--- src/rtl/des_block_serializer.sv ---
// Buffers 64-bit DES result blocks and serializes them, low word first, as
// 16-bit words for the PipeOut endpoint handshake.
module des_block_serializer #(
    parameter int DEPTH_LOG2 = 3
) (
    input  logic                  clk1,
    input  logic                  reset,
    input  logic                  flush,
    input  logic                  blk_valid,
    input  logic [63:0]           blk_data,
    output logic                  blk_ready,
    input  logic                  pipe_read,
    output logic [15:0]           pipe_data,
    output logic                  pipe_ready,
    output logic [DEPTH_LOG2+2:0] word_count,
    output logic                  overflow,
    output logic                  underflow
);
    // state | meaning
    // W0    | next word out is bits 15:0 of the head block
    // W1    | next word out is bits 31:16
    // W2    | next word out is bits 47:32
    // W3    | next word out is bits 63:48; reading it frees the block slot

    localparam int DEPTH = 2 ** DEPTH_LOG2;
    localparam logic [DEPTH_LOG2:0]   CNT_FULL = (DEPTH_LOG2 + 1)'(DEPTH);
    localparam logic [DEPTH_LOG2:0]   CNT_ONE  = (DEPTH_LOG2 + 1)'(1);
    localparam logic [DEPTH_LOG2+2:0] WC_BLK   = (DEPTH_LOG2 + 3)'(4);
    localparam logic [DEPTH_LOG2+2:0] WC_ONE   = (DEPTH_LOG2 + 3)'(1);

    typedef enum logic [1:0] {
        W0 = 2'd0,
        W1 = 2'd1,
        W2 = 2'd2,
        W3 = 2'd3
    } ser_state_t;

    ser_state_t state_q, state_d;

    logic [63:0]           mem [DEPTH];
    logic [DEPTH_LOG2-1:0] wr_ptr, rd_ptr;
    logic [DEPTH_LOG2:0]   blk_cnt;
    logic [DEPTH_LOG2+2:0] wc_q, wc_d;
    logic                  wr_en, rd_en, blk_done;
    logic [5:0]            bit_lo;

    assign pipe_ready = (blk_cnt != '0);
    assign blk_ready  = (blk_cnt < CNT_FULL);
    assign wr_en      = blk_valid & blk_ready;
    assign rd_en      = pipe_read & pipe_ready;
    assign word_count = wc_q;
    assign bit_lo     = {state_q, 4'b0000};

    always_comb begin
        state_d  = state_q;
        blk_done = 1'b0;
        if (rd_en) begin
            case (state_q)
                W0: state_d = W1;
                W1: state_d = W2;
                W2: state_d = W3;
                W3: begin
                    state_d  = W0;
                    blk_done = 1'b1;
                end
                default: state_d = W0;
            endcase
        end
    end

    always_comb begin
        pipe_data = 16'h0000;
        if (pipe_ready)
            pipe_data = mem[rd_ptr][bit_lo +: 16];
    end

    always_comb begin
        wc_d = wc_q;
        if (wr_en)
            wc_d = wc_d + WC_BLK;
        if (rd_en)
            wc_d = wc_d - WC_ONE;
    end

    // Storage carries no reset; stale slots are never visible past blk_cnt.
    always_ff @(posedge clk1) begin
        if (!reset && !flush && wr_en)
            mem[wr_ptr] <= blk_data;
    end

    always_ff @(posedge clk1) begin
        if (reset || flush) begin
            state_q   <= W0;
            wr_ptr    <= '0;
            rd_ptr    <= '0;
            blk_cnt   <= '0;
            wc_q      <= '0;
            overflow  <= 1'b0;
            underflow <= 1'b0;
        end else begin
            state_q <= state_d;
            wc_q    <= wc_d;
            if (wr_en)
                wr_ptr <= wr_ptr + 1'b1;
            if (blk_done)
                rd_ptr <= rd_ptr + 1'b1;
            case ({wr_en, blk_done})
                2'b10:   blk_cnt <= blk_cnt + CNT_ONE;
                2'b01:   blk_cnt <= blk_cnt - CNT_ONE;
                default: blk_cnt <= blk_cnt;
            endcase
            if (blk_valid && !blk_ready)
                overflow <= 1'b1;
            if (pipe_read && !pipe_ready)
                underflow <= 1'b1;
        end
    end

endmodule

--- config.mk ---
export PLATFORM = sky130hd
export DESIGN_NAME = des_block_serializer
export DESIGN_NICKNAME = d
export VERILOG_FILES = /design/src/rtl/des_block_serializer.sv
export SDC_FILE = /design/constraint.sdc
export NUM_CORES = 1
export LEC_CHECK = 0
export CORE_MARGIN = 3
export CORE_UTILIZATION = 49
export CTS_BUF_LIST = sky130_fd_sc_hd__clkbuf_8
export DETAILED_ROUTE_END_ITERATION = 6
export PLACE_DENSITY = 0.67
export SETUP_SLACK_MARGIN = 0.4
export SLEW_MARGIN = 20
export SYNTH_ARGS = -nofsm -noshare
export SYNTH_HDL_FRONTEND = slang
export SYNTH_SLANG_ARGS = --single-unit
--- constraint.sdc ---
create_clock -name clk1 -period 9.7 [get_ports clk1]
set_clock_uncertainty 0.05 [all_clocks]
set_input_delay 1.94 -clock clk1 [delete_from_list [all_inputs] [get_ports clk1]]
set_output_delay 1.94 -clock clk1 [all_outputs]
set_load 0.02 [all_outputs]
==> flow_summary.yaml <==
sta:
  timing.final.crit_share: 0.653
  tightest_slew_ns: 1.03
  fmax_mhz: 158
  min_period_ns: 6.34
  drv_slew: 0
  setup-violations-final: 0
  fin_ws_ns: 3.36
  fin_setup_tns_ns: 0
  finalHoldViolCount: 0
  rsz0062_at_grt: "no"
  maxSlewHeadroom: 0.314
placed_design:
  place_ws_ns: 3.81
  dp_hpwl_microns: 23800
  gp_congestion: 0.724
  port_buffers: 94
clock_tree:
  cts.clk_slew.worst_paths_ns: 0.06
  cts_resized: 0
  ctsLongestPathBuffers: 3
  worstSkewPairLatency_ns: 0.63
  cts_root_buf: "clkbuf_8"
  cts-hold-fix-buffers: 0
  numCtsBuffers: 85
  cts_tree: "yes"
  cts.sinks: 535
  post_cts_buffers: 0
  htreeDepth: 3
worst_setup_path:
  path_buf_inv: 2
  rr_endpoint: "mem[6][44]"
  criticalPathCategory: "reg2out"
  worstPathMaxFanout: 41
  slowest_stage: "a2111oi_0"
  end_kind: "output port"
  arrival_ns: 4.35
  startpoint_type: "register"
  crit_family: "buffers and inverters"
  reg2reg_slack_ns: 6.08
  worstPathCellList: "buf_4 > nor2b_1 > a221o_1 > a21oi_1 > a2111oi_0 > clkdlybuf4s50_1"
  slowest_delay_ns: 0.76
  rr_worst_depth: 5
  crit_cells: 6
  cp-endpoint: "pipe_data[9]"
  required_ns: 7.71
  r2r_start: "blk_cnt[3]"
pwr:
  p_leak_nw: 7.33
  vdd_drop_max_uv: 110
  powerDensity_mw_per_mm2: 182
  finalPower_mw: 4.33
final_layout:
  drive_gt1_frac: 0.248
  fill_cells: 3077
  seqCellArea_sq_mm: 0.0158
  multi_input_comb_area_sq_mm: 0.00461
  fin_nets: 1184
  syn_to_final_growth_pct: 14.6
  antenna_cells: 0
drt:
  first_pass_iters: 4
  initialDrtViolationCount: 756
  vias: 9956
  wl_per_cell_microns: 25.3
  wl_met2_microns: 21000
  drc_errors: 0
  totalWireLength_microns: 42900
  wl_met3_microns: 2700
  avgViaCountPerCell: 5.86
  wirelength_met1_microns: 18100
  highest_layer: "met5"
  ant_nets: 0
grt:
  overflow: 0
  grt_pass1_wl_microns: 64800
  first_global_vias: 10500
  antenna_found_initial: 2
  grt_max_degree: 72
  grt_use_total: 0.197
yosys:
  netlist_instances: 953
  synth-seq-area-share: 0.763
  syn_avg_cell_area_sq_um: 21.8
  ys_ff_latch: 535
  yosysWarnings: 0
  synthFlopType: "edfxtp_1"
  yosysUniqueCellTypes: 43
  postSynth.asyncResetShare: 0
  synth-edff-count: 512
  synthesis.nets: 1032
  synthesis.area_sq_mm: 0.0207
floorplan:
  die_w_microns: 212
  die-area_sq_mm: 0.0448
  core_area_sq_mm: 0.0413
  start_util: 0.502
  chipHeight_microns: 212
  rows: 74
  ios: 95
min_path:
  hp-class: "reg2reg"
flow_run:
  drv_cap: 0
status:
  status: "completed"
==> worst min-delay path by stage <==
stage / from / slack, ns / end / cells past startpoint
6_report: overflow / 0.42 / overflow / 2
5_1_grt: rd_ptr[1] / 0.46 / register / 2
4_1_cts: overflow / 0.42 / overflow / 2
3_5_place_dp: overflow / 0.41 / overflow / 2
3_3_place_gp: overflow / 0.40 / overflow / 2
2_1_floorplan: rd_ptr[1] / 0.40 / register / 2
==> flip-flops by register name, indices dropped and copies added, names as in the netlist, named ones only <==
signal and cells:
mem 512, word_count 6, blk_cnt 4, rd_ptr 3
wr_ptr 3, state_q 2, overflow 1, underflow 1
==> kinds of logic (layout without fill, tap and decap cells) <==
| logic type | Yosys count | in the layout | synth area share |
|---|---|---|---|
| buffers and inverters | 56 | 271 | 0.0169 |
| DFF | 535 | 535 | 0.763 |
| xor gates and xnor gates | 14 | 14 | 0.00591 |
| AOI/OAI and AO/OA | 77 | 77 | 0.0244 |
| and+or+nand+nor | 86 | 86 | 0.0206 |
| adders and majority gates | 10 | 10 | 0.00603 |
| muxes | 175 | 175 | 0.163 |
==> cells in the mapped netlist (3+ instances only) <==
cell | instances | area share
a221oi_1 | 14 | 0.0059
ha_1 | 10 | 0.0060
mux2_2 | 18 | 0.0098
a211oi_1 | 4 | 0.0014
nor2_1 | 42 | 0.0076
buf_2 | 16 | 0.0039
buf_6 | 10 | 0.0054
a21oi_1 | 33 | 0.0080
o21ai_0 | 9 | 0.0022
a2111oi_0 | 3 | 0.0013
dfxtp_1 | 23 | 0.022
nor3_1 | 3 | 0.00072
mux2i_1 | 29 | 0.014
xnor2_1 | 7 | 0.0030
nand2_1 | 20 | 0.0036
mux4_2 | 128 | 0.14
edfxtp_1 | 512 | 0.74
nor2b_1 | 3 | 0.00090
inv_1 | 7 | 0.0013
or3_1 | 3 | 0.00090
xor2_1 | 7 | 0.0030
o211ai_1 | 9 | 0.0033
buf_4 | 8 | 0.0029
clkbuf_1 | 13 | 0.0024
==> cell usage in the layout (no fill, tap or decap), types with 2 or more instances in the layout <==
master / count
edfxtp_1: 512
mux4_2: 128
clkdlybuf4s50_1: 94
clkbuf_8: 88
nor2_1: 35
a21oi_1: 33
inv_1: 32
mux2i_1: 29
nand2_1: 20
dfxtp_1: 20
clkinv_1: 20
mux2_2: 18
buf_4: 16
a221oi_1: 14
clkinv_2: 13
ha_1: 10
o211ai_1: 9
o21ai_0: 9
xor2_1: 7
xnor2_1: 7
nor2_4: 6
a211oi_1: 4
nor2b_1: 3
a2111oi_0: 3
or3_1: 3
nor3_2: 3
dfxtp_4: 3
clkinvlp_4: 3
a221o_1: 2
nand2b_1: 2
nand3_1: 2
buf_16: 2
==> metal layers <==
layer / vias to the layer above / GRT usage
li1: 4304 / -
met1: 5203 / 0.274
met2: 359 / 0.315
met3: 86 / 0.0415
met4: 4 / 0.0700
met5: - / 0
==> where the power goes <==
part	internal, mW	switching (mW)
registers	2.54	0.00447
logic	0.0505	0.0679
clock network	0.840	0.830
==> per-stage QoR <==
stage               instances  utilization  instance area [sq um]  hold WS (ns)
finish                   1700        0.576                  23800         0.415
global placement         1548        0.538                  22200         0.400
detailed placement       1548        0.538                  22200         0.406
global route             1700        0.576                  23800         0.462
CTS                      1698        0.574                  23700         0.421
floorplan                 953            -                  20700         0.404
==> cell type report <==
class | instances | area share
timing repair buffer | 112 | 0.0470
multi-input combinational | 362 | 0.194
sequential | 535 | 0.667
inverter | 9 | 0.00205
clock buffer | 88 | 0.0510
tap | 532 | 0.0280
clock inverter | 62 | 0.0112
==> worst reg2reg max path, stage by stage, from the launching register on <==
cell      delay (ns)
dfxtp_1         0.40
nor2b_2         0.53
clkinv_8        0.15
or3_1           0.53
nor2_4          0.80
buf_4           0.75
No activity file was read; power rests on OpenSTA's default activity.
